File: src/rtl/epoch_pkg.sv
// rtl/epoch_pkg.sv - epoch field layout, limits, state encoding and clamp helper for countdown_timer
package epoch_pkg;

  localparam int FIELD_W = 7;
  localparam int EPOCH_W = 28;

  localparam int CS_LSB = 0;
  localparam int S_LSB  = 7;
  localparam int M_LSB  = 14;
  localparam int H_LSB  = 21;

  localparam logic [FIELD_W-1:0] CS_MAX = 7'd99;
  localparam logic [FIELD_W-1:0] S_MAX  = 7'd59;
  localparam logic [FIELD_W-1:0] M_MAX  = 7'd59;
  localparam logic [FIELD_W-1:0] H_MAX  = 7'd23;

  localparam logic [EPOCH_W-1:0] EPOCH_ONE = 28'd1;

  typedef enum logic [1:0] {
    ST_IDLE    = 2'd0,
    ST_RUN     = 2'd1,
    ST_EXPIRED = 2'd2
  } state_e;

  function automatic logic [FIELD_W-1:0] clamp_field(input logic [FIELD_W-1:0] v,
                                                     input logic [FIELD_W-1:0] mx);
    return (v > mx) ? mx : v;
  endfunction

  function automatic logic [EPOCH_W-1:0] clamp_epoch(input logic [EPOCH_W-1:0] e);
    logic [EPOCH_W-1:0] r;
    r = '0;
    r[CS_LSB +: FIELD_W] = clamp_field(e[CS_LSB +: FIELD_W], CS_MAX);
    r[S_LSB  +: FIELD_W] = clamp_field(e[S_LSB  +: FIELD_W], S_MAX);
    r[M_LSB  +: FIELD_W] = clamp_field(e[M_LSB  +: FIELD_W], M_MAX);
    r[H_LSB  +: FIELD_W] = clamp_field(e[H_LSB  +: FIELD_W], H_MAX);
    return r;
  endfunction

endpackage

File: src/rtl/tick_gen.sv
// rtl/tick_gen.sv - prescaler producing one tick every CLK_HZ/TICK_HZ enabled cycles
module tick_gen #(
  parameter int CLK_HZ  = 50000000,
  parameter int TICK_HZ = 100
) (
  input  logic clock,
  input  logic reset,
  input  logic clear,
  input  logic enable,
  output logic tick
);

  localparam int DIV = CLK_HZ / TICK_HZ;
  localparam int CW  = (DIV > 1) ? $clog2(DIV) : 1;
  localparam logic [CW-1:0] LAST = CW'(DIV - 1);

  logic [CW-1:0] count_q, count_d;

  // The wrap cycle is the tick; a clear in the same cycle suppresses it.
  assign tick = enable && !clear && (count_q == LAST);

  always_comb begin
    count_d = count_q;
    if (clear) begin
      count_d = '0;
    end else if (enable) begin
      count_d = (count_q == LAST) ? '0 : count_q + CW'(1);
    end
  end

  always_ff @(posedge clock or posedge reset) begin
    if (reset) begin
      count_q <= '0;
    end else begin
      count_q <= count_d;
    end
  end

endmodule

File: src/rtl/countdown_timer.sv
// rtl/countdown_timer.sv - h:m:s:cs countdown timer with pause, expiry pulse and sticky alarm
// Optional auto-reload from the loaded preset: COUNTDOWN_TIMER_AUTORELOAD_EN
module countdown_timer
  import epoch_pkg::*;
#(
  parameter int CLK_HZ  = 50000000,
  parameter int TICK_HZ = 100
) (
  input  logic               clock,
  input  logic               reset,
  input  logic               load,
  input  logic [EPOCH_W-1:0] preset,
  input  logic               run,
  output logic [EPOCH_W-1:0] epoch,
  output logic               running,
  output logic               expired,
  output logic               alarm
);

  state_e             state_q, state_d;
  logic [EPOCH_W-1:0] epoch_q, epoch_d;
  logic               alarm_q, alarm_d;
  logic               expired_q, expired_d;
  logic               tick;

`ifdef COUNTDOWN_TIMER_AUTORELOAD_EN
  logic [EPOCH_W-1:0] shadow_q, shadow_d;
`endif

  // One centisecond down with borrow; never called on an all-zero epoch.
  function automatic logic [EPOCH_W-1:0] dec_epoch(input logic [EPOCH_W-1:0] e);
    logic [FIELD_W-1:0] cs, s, m, h;
    logic [EPOCH_W-1:0] r;
    cs = e[CS_LSB +: FIELD_W];
    s  = e[S_LSB  +: FIELD_W];
    m  = e[M_LSB  +: FIELD_W];
    h  = e[H_LSB  +: FIELD_W];
    if (cs != '0) begin
      cs = cs - FIELD_W'(1);
    end else begin
      cs = CS_MAX;
      if (s != '0) begin
        s = s - FIELD_W'(1);
      end else begin
        s = S_MAX;
        if (m != '0) begin
          m = m - FIELD_W'(1);
        end else begin
          m = M_MAX;
          if (h != '0) h = h - FIELD_W'(1);
        end
      end
    end
    r = '0;
    r[CS_LSB +: FIELD_W] = cs;
    r[S_LSB  +: FIELD_W] = s;
    r[M_LSB  +: FIELD_W] = m;
    r[H_LSB  +: FIELD_W] = h;
    return r;
  endfunction

  tick_gen #(
    .CLK_HZ (CLK_HZ),
    .TICK_HZ(TICK_HZ)
  ) u_tick_gen (
    .clock (clock),
    .reset (reset),
    .clear (load),
    .enable(state_q == ST_RUN),
    .tick  (tick)
  );

  always_comb begin
    state_d   = state_q;
    epoch_d   = epoch_q;
    alarm_d   = alarm_q;
    expired_d = 1'b0;
`ifdef COUNTDOWN_TIMER_AUTORELOAD_EN
    shadow_d  = shadow_q;
`endif
    if (load) begin
      epoch_d  = clamp_epoch(preset);
      alarm_d  = 1'b0;
      state_d  = ST_IDLE;
`ifdef COUNTDOWN_TIMER_AUTORELOAD_EN
      shadow_d = clamp_epoch(preset);
`endif
    end else begin
      case (state_q)
        ST_IDLE: begin
          if (run && (epoch_q != '0)) state_d = ST_RUN;
        end
        ST_RUN: begin
          if (!run) state_d = ST_IDLE;
          if (tick) begin
            if (epoch_q == EPOCH_ONE) begin
              expired_d = 1'b1;
              alarm_d   = 1'b1;
`ifdef COUNTDOWN_TIMER_AUTORELOAD_EN
              if (shadow_q != '0) begin
                epoch_d = shadow_q;
              end else begin
                epoch_d = '0;
                state_d = ST_EXPIRED;
              end
`else
              epoch_d = '0;
              state_d = ST_EXPIRED;
`endif
            end else begin
              epoch_d = dec_epoch(epoch_q);
            end
          end
        end
        ST_EXPIRED: begin
          epoch_d = '0;
        end
        default: begin
          state_d = ST_IDLE;
        end
      endcase
    end
  end

  always_ff @(posedge clock or posedge reset) begin
    if (reset) begin
      state_q   <= ST_IDLE;
      epoch_q   <= '0;
      alarm_q   <= 1'b0;
      expired_q <= 1'b0;
    end else begin
      state_q   <= state_d;
      epoch_q   <= epoch_d;
      alarm_q   <= alarm_d;
      expired_q <= expired_d;
    end
  end

`ifdef COUNTDOWN_TIMER_AUTORELOAD_EN
  always_ff @(posedge clock or posedge reset) begin
    if (reset) begin
      shadow_q <= '0;
    end else begin
      shadow_q <= shadow_d;
    end
  end
`endif

  assign epoch   = epoch_q;
  assign running = (state_q == ST_RUN);
  assign expired = expired_q;
  assign alarm   = alarm_q;

endmodule

File: config.mk
export PLATFORM = sky130hd
export DESIGN_NAME = countdown_timer
export DESIGN_NICKNAME = d
export VERILOG_FILES = /design/src/rtl/epoch_pkg.sv /design/src/rtl/tick_gen.sv /design/src/rtl/countdown_timer.sv
export SDC_FILE = /design/constraint.sdc
export NUM_CORES = 1
export LEC_CHECK = 0
export CAP_MARGIN = 15
export CORE_UTILIZATION = 56
export CTS_CLUSTER_DIAMETER = 30
export DETAILED_ROUTE_END_ITERATION = 7
export GPL_TIMING_DRIVEN = 0
export HOLD_SLACK_MARGIN = 0.03
export PLACE_DENSITY = 0.86
export SETUP_SLACK_MARGIN = 0.3
export SYNTH_ARGS = -nofsm -noshare
export SYNTH_HDL_FRONTEND = slang
export SYNTH_SLANG_ARGS = --single-unit
export TNS_END_PERCENT = 20
File: constraint.sdc
create_clock -name clock -period 6.3 [get_ports clock]
set_input_delay 1.575 -clock clock [delete_from_list [all_inputs] [get_ports clock]]
set_output_delay 1.575 -clock clock [all_outputs]
set_load 0.01 [all_outputs]
==> run metrics, run 1 <==
status=finished, final reports clean; Peak VDD IR=around 0.13 mV; Synth Cell Area=between 3000 and 4000 sq um; r2r setup slk=around 2900 ps; crit-path cells=clkdlybuf4s50_1 -> inv_1 -> nand2_1 -> nor2_1 -> o21ai_0 -> a31oi_1; clk buf depth=2; synth top area cells=dfrtp_1, o21ai_0, nor2_1, nand2_1, ha_1; Iter 0 DRT Violations=201; Setup crit end kind=register; final std cells w/o fill=between 500 and 600; per-cell routed wire length=16.54 um; yosys warns=0; Final Max Slew Viols=0; final antenna-violating net count=0; total routed wirelength=8636 um; Tmin final=between 3000 and 4000 ps; worst r2r src=epoch[3]; fin crit share=0.5649; Crit path max-delay family=simple AND/OR/NAND/NOR gates; vias per cell=between 6 and 7; Clk Latency, worst-skew pair=roughly 310 ps; final worst slack=2741 ps; gr usage total=0.2998; Slew HR=0.1833; Critical Path Source Type=primary input; CTS H-tree depth=2; CTS tree=built; Distinct cells, synth=54; vias in the first global route=about 3000; #FFs+latches synth=51; syn_nets=~420; core area=5473 sq um; I/O pins=63; initial antenna violation count=0; crit-path max cell delay=between 700 and 800 ps; CTS Sinks=51; first-pass GRT wire length=roughly 14000 um; top cells by count, synth=o21ai_0, dfrtp_1, nor2_1, nand2_1, a21oi_1; Post-Place Worst Slack=between 2000 and 3000 ps; hold_ws=~490 ps; sequential area share after synthesis=0.4016; Slew @ Worst Pin=approximately 1200 ps; I/O Buffers=62; cts repair resizes=0; die height=between 70 and 80 um; RSZ-0062 raised after global routing=no; die width=approximately 77 um; PwrDens=~220 nW/um^2; Worst EP required=6530 ps; placed instance count=~520; Num CTS Buffers=5; setup skew after layout=between 9 and 10 ps; setup TNS=0 ps; die area=around 6000 sq um; slowest cell on the critical path=nor2_1; Worst Setup EP=epoch[17]; global route overflow=0; share of cells above drive strength 1=0.05556; Final nets=491; asr flop ratio synth=1.000; setup violators final=0; dominant cell type by area after synthesis=dfrtp_1; Syn Inst Count=between 300 and 400; root buffer cell=clkbuf_8; crit path launch=load; vias post-DR=approximately 3300; # diodes=0; CP bufs+invs=2; Post-CTS Setup Inserts=0; number of max-cap violations=0; CP arrival=roughly 3800 ps; Tightest Hold Check Type=reg -> reg; CTS clk-pin slew, worst paths=about 90 ps; FMAX=between 200 and 300 MHz; post-DP HPWL=roughly 6400 um; cts hold-fix bufs=0; critical setup path kind=in -> reg; Initial Utilization=0.5807; Post-synth EDFFs=0; area share of the largest cell type after synthesis=0.4016; Pre-antenna DRT Iters=7; WP depth=6; R2R depth=6; commonest register cell after synthesis=dfrtp_1; Cell Rows=27; largest net degree at the start of global routing=28; reg2reg end=epoch[2]; CP max FO=10; Hold Vio Cnt, Final=0; mean area per synthesized cell=between 8 and 9 sq um; area delta synth->final=26.34%; final RePlAce weighted congestion=0.8610; post-route DRC violation count=0; static leakage=roughly 1.6 nW; top-count cell post-synth=o21ai_0
## power breakdown
part           leakage (nW)  switching, mW  internal (mW)
combinational         0.942          0.129          0.131
clock                0.0502          0.112          0.116
sequential            0.657         0.0475          0.361
## how the worst min path moves through the flow
| stage | start | end | slack (ps) | cells past startpoint |
|---|---|---|---|---|
| floorplan | u_tick_gen.count_q[16] | u_tick_gen.count_q[16] | 460 | 1 |
| detailed placement | alarm | alarm | 480 | 1 |
| finish | alarm | alarm | 490 | 1 |
| CTS | alarm | alarm | 510 | 1 |
| global placement | alarm | alarm | 470 | 1 |
| global route | alarm | alarm | 520 | 1 |
## registers in the layout (all words and copies together) (netlist names)
name,flops
epoch,28
u_tick_gen.count_q,19
alarm,1
state_q,2
expired,1
## area by class of cell
type	instances	area (sq um)
Clock inverter	2	37.54
Inverter	19	71.32
Clock buffer	5	68.82
Tap cell	72	90.09
Fill cell	433	1458
Buffer	12	73.82
Multi-Input combinational cell	298	1757
Sequential cell	51	1276
Timing Repair Buffer	63	640.6
## metrics by stage
step | utilization | power, mW | area, sq um
floorplan | - | 0.5379 | 3178
global placement | 0.7106 | 0.6631 | 3889
detailed placement | 0.7142 | 0.6713 | 3909
CTS | 0.7337 | 0.8982 | 4015
global route | 0.7337 | 0.9401 | 4015
finish | 0.7337 | 0.8969 | 4015
## per-layer routing
layer / part of all wire / vias to the layer above / global-route usage
met2: 0.50 / 140 / 0.5097
met4: 0.023 / 0 / 0.1094
li1: - / 1534 / -
met1: 0.42 / 1596 / 0.3880
met3: 0.064 / 19 / 0.04353
met5: 0 / - / 0
## placed cells by master, fill, tap and decap left out, drive strengths merged, types with 5 or more instances in the layout
cell type      netlist  layout
a31oi                9       9
nand2               37      37
ha                   9       9
nor3                 9       9
buf                  6       7
dfrtp               51      51
o21ai               63      63
inv                 19      19
clkbuf               6      11
nand3               15      15
nand4                7       7
clkdlybuf4s50        0      62
and3                 6       6
nor4                 5       5
o31ai               12      12
nor2                46      46
nor2b                7       7
a21oi               21      21
## cells by family (layout without fill, tap and decap cells)
logic type / Yosys count / count (layout) / synth area share
AOI/OAI and AO/OA: 131 / 131 / 0.2650
xor gates and xnor gates: 5 / 5 / 0.01378
adders and majority gates: 9 / 9 / 0.03543
buffers and inverters: 31 / 101 / 0.04567
DFF: 51 / 51 / 0.4016
muxes: 1 / 1 / 0.003150
and+or+nand+nor: 152 / 152 / 0.2354
Power figures use the tool's default switching activity.
==> run 2: changes to the inputs <==
--- a/config.mk
+++ b/config.mk
@@ -6,12 +6,12 @@
 export NUM_CORES = 1
 export LEC_CHECK = 0
 export CAP_MARGIN = 15
-export CORE_UTILIZATION = 56
+export CORE_UTILIZATION = 47
 export CTS_CLUSTER_DIAMETER = 30
 export DETAILED_ROUTE_END_ITERATION = 7
 export GPL_TIMING_DRIVEN = 0
 export HOLD_SLACK_MARGIN = 0.03
-export PLACE_DENSITY = 0.86
+export PLACE_DENSITY = 0.77
 export SETUP_SLACK_MARGIN = 0.3
 export SYNTH_ARGS = -nofsm -noshare
 export SYNTH_HDL_FRONTEND = slang
==> constraint.sdc (replaced) <==
create_clock -name clock -period 3.1 [get_ports clock]
set_input_delay 0.775 -clock clock [delete_from_list [all_inputs] [get_ports clock]]
set_output_delay 0.775 -clock clock [all_outputs]
set_load 0.01 [all_outputs]
==> run 2 against run 1 <==
Sequential share of layout area shrank 0.91 points; routed wire length up 2.1%; critical endpoint is now epoch[13]; register-to-register slack got worse by 2500 ps; highest routed layer unchanged; largest cell class unchanged; die area increased by 19%; combinational power rose by 110%; final area up 3.0%; count of clock-buffer cells in the layout is 1 higher; global-route usage decreased by 4.8 points; via count shrank 0.91%; critical path type is now reg -> reg; critical path depth rose by 2; worst hold slack better by 11 ps; core utilization down 9.0 points.
==> run metrics, run 2 (synthesis results as in run 1) <==
total routed wirelength=8819 um (+2.1%); Power Internal=1.269 mW (+110%); most frequent cells in the layout=clkdlybuf4s50_1, o21ai_0, dfrtp_1, nor2_1, nand2_1; fin crit share=0.8768; gr busiest metal=met2; CTS Sinks=51 (unchanged); Final nets=499 (+1.6%); root buffer cell=clkbuf_8; initial antenna violation count=0 (unchanged); crit-path max cell delay=590 ps (-120 ps); hold path endpoint=alarm; cts hold-fix bufs=0 (unchanged); hold path depth=1 (unchanged); per-cell routed wire length=16.45 um (-0.55%); R2R depth=8 (+2); number of max-cap violations=0 (unchanged); GR Layer Usage met3=0.04130 (-0.002231); CTS tree=built; setup skew after layout=8.209 ps (-1.118 ps); Cell Rows=29 (+7.4%); placed instance count=520 (+0.97%); post-layout util=0.6437 (-0.08998); sequential share of power=0.448 (-0.008); Peak VDD IR=0.2883 mV (+120%); I/O pins=63 (unchanged); first-pass GRT wire length=14260 um (-0.24%); clk buf depth=2 (unchanged); I/O Buffers=62 (unchanged); largest net degree at the start of global routing=28 (unchanged); post-DP HPWL=6391 um (-0.24%); final std cells w/o fill=536 (+2.7%); gr usage total=0.2517 (-0.04808); Combinational Power Share=0.290 (about the same); share of cells above drive strength 1=0.08932 (+0.03377); Tot Pwr=1.859 mW (+110%); vias post-DR=3259 (-0.91%); static leakage=1.727 nW (+4.7%); hold_ws=504.8 ps (+11.50 ps); grt met1 use=0.2986 (-0.08944); die height=84.23 um (+8.9%); Pre-antenna DRT Iters=5 (-2); grt met2 use=0.4583 (-0.05146); Hold Vio Cnt, Final=0 (unchanged); Tightest Hold Check Type=reg -> reg; min-delay src=alarm; Clk Latency, worst-skew pair=310 ps (about the same); # diodes=0 (unchanged); vias in the first global route=3111 (+2.0%); Crit path top cell by count=o21ai_2; switch share=0.3170 (-0.004302); CTS H-tree depth=2 (unchanged); reg2reg end=epoch[13]; Critical Path Source Type=register; RSZ-0062 raised after global routing=yes; Slew @ Worst Pin=654.1 ps (-560.6 ps); slowest cell on the critical path=or4_4; PwrDens=449.6 nW/um^2 (+100%); Clk network pwr share=0.262 (+0.008); CTS clk-pin slew, worst paths=90 ps (about the same); Iter 0 DRT Violations=200 (-0.50%); setup TNS=0 ps (unchanged); Slew HR=0.5599 (+0.3766); vias per cell=6.080 (-3.5%); Largest register FFs=28 (unchanged); commonest non-fill, non-tap cell in the layout=clkdlybuf4s50_1; CP arrival=2910 ps (-880 ps); final worst slack=381.8 ps (-2359 ps); Final Cell Area=4134 sq um (+3.0%); worst r2r src=u_tick_gen.count_q[7]; r2r setup slk=380 ps (-2480 ps); die area=7095 sq um (+19%); global route overflow=0 (unchanged); status=finished, final reports clean; final RePlAce weighted congestion=0.8703 (+1.1%); Setup crit end kind=register; Worst EP required=3300 ps (-3230 ps); setup violators final=0 (unchanged); placed inst area=3915 sq um (+0.16%); Tmin final=2718 ps; FMAX=between 300 and 400 MHz; post-route DRC violation count=0 (unchanged); die width=84.23 um (+8.9%); CP max FO=10 (unchanged); core area=6422 sq um (+17%); critical setup path kind=reg -> reg; Initial Utilization=0.4948 (-0.08587); Final Max Slew Viols=0 (unchanged); final antenna-violating net count=0 (unchanged); crit-path cells=or4b_1 -> or4_4 -> o41ai_4 -> buf_4 -> o21ai_2 -> buf_6 -> o21ai_2 -> o31ai_2; Post-Place Worst Slack=-206.4 ps (-2715 ps); area delta synth->final=30.08%; Num CTS Buffers=5 (unchanged); Sw Pwr=589.3 uW (+100%)
-- run 2: repair_timing --
action	4_1_cts	5_1_grt
endpoints found under the hold margin	0	0
pin swaps	1	2
gates resized for setup	3	9
buffers inserted	3	5
endpoints found under the setup margin	21	25
-- run 2: power groups by stage --
stage	combinational, mW	sequential (mW)	clock, mW
after floorplan	0.242	0.851	0
after global placement	0.510	0.841	0
after detailed placement	0.527	0.841	0
after CTS	0.534	0.832	0.493
after global routing	0.588	0.846	0.521
final	0.540	0.833	0.486
-- run 2: metal layers --
layer  wire length (um)  part of all wire  vias to the layer above
met3                518             0.059                       21
met1               3608              0.41                     1537
met4                183             0.021                        0
li1                   -                 -                     1553
met2               4509              0.51                      148
met5                  0                 0                        -
-- run 2: cell type report --
cell class,instances,area [sq um]
fillers,543,2288
multi-input cells,298,1793
flip-flops and latches,51,1276
repair buffers,71,700.7
well taps,77,96.34
clock buffers,6,82.58
plain buffers,12,78.83
inverters,19,71.32
clock inverters,2,35.03
-- run 2: worst max path at each step --
stage,start,end,slack [ps],cells after the start
after global routing,u_tick_gen.count_q[7],u_tick_gen.count_q[6],220,8
after CTS,epoch[14],epoch[2],300,8
after floorplan,epoch[14],epoch[13],600,9
final,u_tick_gen.count_q[7],epoch[13],380,8
after detailed placement,epoch[2],epoch[2],-210,6
after global placement,epoch[3],epoch[2],-220,6
-- run 2: critical path, delay by kind of cell, from the launching register on --
family	cells	cell delay [ps]
simple gates	2	1140
compound gates	4	670
flops	1	440
buf+inv	2	350
==> run 3: changes to the inputs <==
--- a/config.mk
+++ b/config.mk
@@ -6,6 +6,7 @@
 export NUM_CORES = 1
 export LEC_CHECK = 0
 export CAP_MARGIN = 15
+export CORE_MARGIN = 2
 export CORE_UTILIZATION = 47
 export CTS_CLUSTER_DIAMETER = 30
 export DETAILED_ROUTE_END_ITERATION = 7
==> run 3 against run 2 <==
Core utilization down 0.92 points; worst hold slack improved by 1.9 ps; final cell count is 1.3% lower; global-route usage fell by 0.55 points; combinational power hardly changed; sequential share of layout area up 0.27 points; register-to-register slack got worse by 60 ps; fmax shrank 2.2%; critical path type unchanged.
==> run metrics, run 3 (synthesis results as in run 1) <==
first-pass GRT wire length=14720 um (+3.2%); root buffer cell=clkbuf_8; FMAX=359.8 MHz (-2.2%); Initial Utilization=0.4921 (-0.002780); post-layout util=0.6344 (-0.009234); crit-path max cell delay=600 ps (about the same); Clk Latency, worst-skew pair=310 ps (about the same); grt met2 use=0.4242 (-0.03403); area delta synth->final=28.94%; Slew @ Worst Pin=622.4 ps (-31.71 ps); largest net degree at the start of global routing=32 (+14%); die area=7436 sq um (+4.8%); gr usage total=0.2462 (-0.005522); critical setup path kind=reg -> reg; crit path launch=u_tick_gen.count_q[7]; final RePlAce weighted congestion=0.8843 (+1.6%); most frequent cells in the layout=clkdlybuf4s50_1, o21ai_0, dfrtp_1, nor2_1, nand2_1; share of cells above drive strength 1=0.07965 (-0.009679); Iter 0 DRT Violations=230 (+15%); total routed wirelength=9051 um (+2.6%); post-route DRC violation count=0 (unchanged); gr busiest metal=met2; GR Layer Usage met3=0.04000 (-0.001298); CTS H-tree depth=2 (unchanged); Hold Vio Cnt, Final=0 (unchanged); worst r2r src=u_tick_gen.count_q[7]; setup violators final=0 (unchanged); Cell Rows=29 (unchanged); CP max FO=10 (unchanged); crit-path cells=or4b_1 -> or4_4 -> o41ai_4 -> buf_4 -> o31ai_2 -> buf_6 -> o21ai_2 -> o31ai_2; Tightest Hold Check Type=reg -> reg; per-cell routed wire length=17.11 um (+4.0%); commonest non-fill, non-tap cell in the layout=clkdlybuf4s50_1; # diodes=0 (unchanged); CP arrival=2990 ps (+80 ps); CTS Sinks=51 (unchanged); status=finished, final reports clean; Tmin final=2779 ps (+60.86 ps); slowest cell on the critical path=or4_4; number of max-cap violations=0 (unchanged); post-DP HPWL=6595 um (+3.2%); vias post-DR=3276 (+0.52%); Final Max Slew Viols=0 (unchanged); Sw Pwr=607.1 uW (+3.0%); cts hold-fix bufs=0 (unchanged); Setup crit end kind=register; Clk network pwr share=0.266 (+0.004); fin crit share=0.8965 (+0.01963); Worst EP required=3310 ps (about the same); min-delay src=u_tick_gen.count_q[15]; PwrDens=458.7 nW/um^2 (+2.0%); Final Cell Area=4098 sq um (-0.88%); Combinational Power Share=0.288 (-0.002); Critical Path Source Type=register; placed inst area=3915 sq um (unchanged); Slew HR=0.5743 (+0.01443); vias in the first global route=3139 (+0.90%); die width=86.23 um (+2.4%); CTS tree=built; Largest register FFs=28 (unchanged); CTS clk-pin slew, worst paths=100 ps (about the same); I/O pins=63 (unchanged); global route overflow=0 (unchanged); Num CTS Buffers=5 (unchanged); Power Internal=1.272 mW (+0.23%); Peak VDD IR=0.2773 mV (-3.8%); grt met1 use=0.3151 (+0.01656); initial antenna violation count=0 (unchanged); die height=86.23 um (+2.4%); vias per cell=6.193 (+1.9%); setup skew after layout=12.75 ps (+4.545 ps); I/O Buffers=62 (unchanged); Pre-antenna DRT Iters=5 (unchanged); Crit path top cell by count=o31ai_2; core area=6459 sq um (+0.56%); clk buf depth=2 (unchanged); switch share=0.3230 (+0.006002); Final nets=492 (-1.4%); final antenna-violating net count=0 (unchanged); RSZ-0062 raised after global routing=yes; static leakage=1.695 nW (-1.9%); sequential share of power=0.445 (-0.003)
run 3: cell types whose count changed in the layout (fill, tap and decap cells not counted):
cell / delta
nor4b_1: -1
inv_6: +1
nor4b_2: +1
clkinv_2: -1
clkbuf_4: -1
buf_4: -6
nor4_1: -1
nor4_2: +1
run 3: timing repair:
| action | CTS | global route |
|---|---|---|
| pin swaps | 0 | 1 |
| endpoints found under the setup margin | 21 | 29 |
| setup buffers | 0 | 1 |
| resized for setup | 6 | 7 |
run 3: routing by layer:
layer  wire length [um]  part of all wire
met3                488             0.054
met4                270             0.030
met2               4408              0.49
met1               3883              0.43
met5                  0                 0
run 3: final cells by class:
| type | instances | area (sq um) |
|---|---|---|
| Clock inverter | 2 | 38.79 |
| Tap cell | 77 | 96.34 |
| Timing Repair Buffer | 64 | 648.1 |
| Inverter | 19 | 71.32 |
| Multi-Input combinational cell | 298 | 1805 |
| Clock buffer | 6 | 82.58 |
| Buffer | 12 | 78.83 |
| Sequential cell | 51 | 1276 |
| Fill cell | 578 | 2361 |
run 3: stage by stage:
step	total power [mW]	TNS (ps)	worst slack (ps)	cells	hold slack, ps
after floorplan	1.093	0	600.5	380	458.6
after global placement	1.353	-2890	-234.4	519	478.0
after detailed placement	1.369	-1878	-192.0	520	490.8
after CTS	1.873	0	318.4	528	509.1
after global routing	1.969	0	231.4	529	533.5
final	1.879	0	320.9	529	506.7
run 3: power by group through the flow:
stage	Sequential [mW]	Clock, mW	Combinational (mW)
final	0.837	0.500	0.542
after global routing	0.848	0.530	0.591
after CTS	0.831	0.506	0.536
after detailed placement	0.840	0	0.530
after global placement	0.841	0	0.512
after floorplan	0.851	0	0.242
run 3: path summary, 6_finish.rpt:
path	end	slack [ps]	depth (start not counted)
max	epoch[26]	320	8
min	u_tick_gen.count_q[15]	510	1
max reg2reg	epoch[26]	320	8
min reg2reg	u_tick_gen.count_q[15]	510	1
max in group asynchronous	epoch[12]	1770	3
min in group asynchronous	u_tick_gen.count_q[17]	790	2
run 3: worst max-delay path: cells and delay by family, from the launching register on:
family	cells	cell delay, ps
AO/OA/AOI/OAI	4	700
buffers and inverters	2	400
flip-flops	1	430
AND/OR/NAND/NOR	2	1150
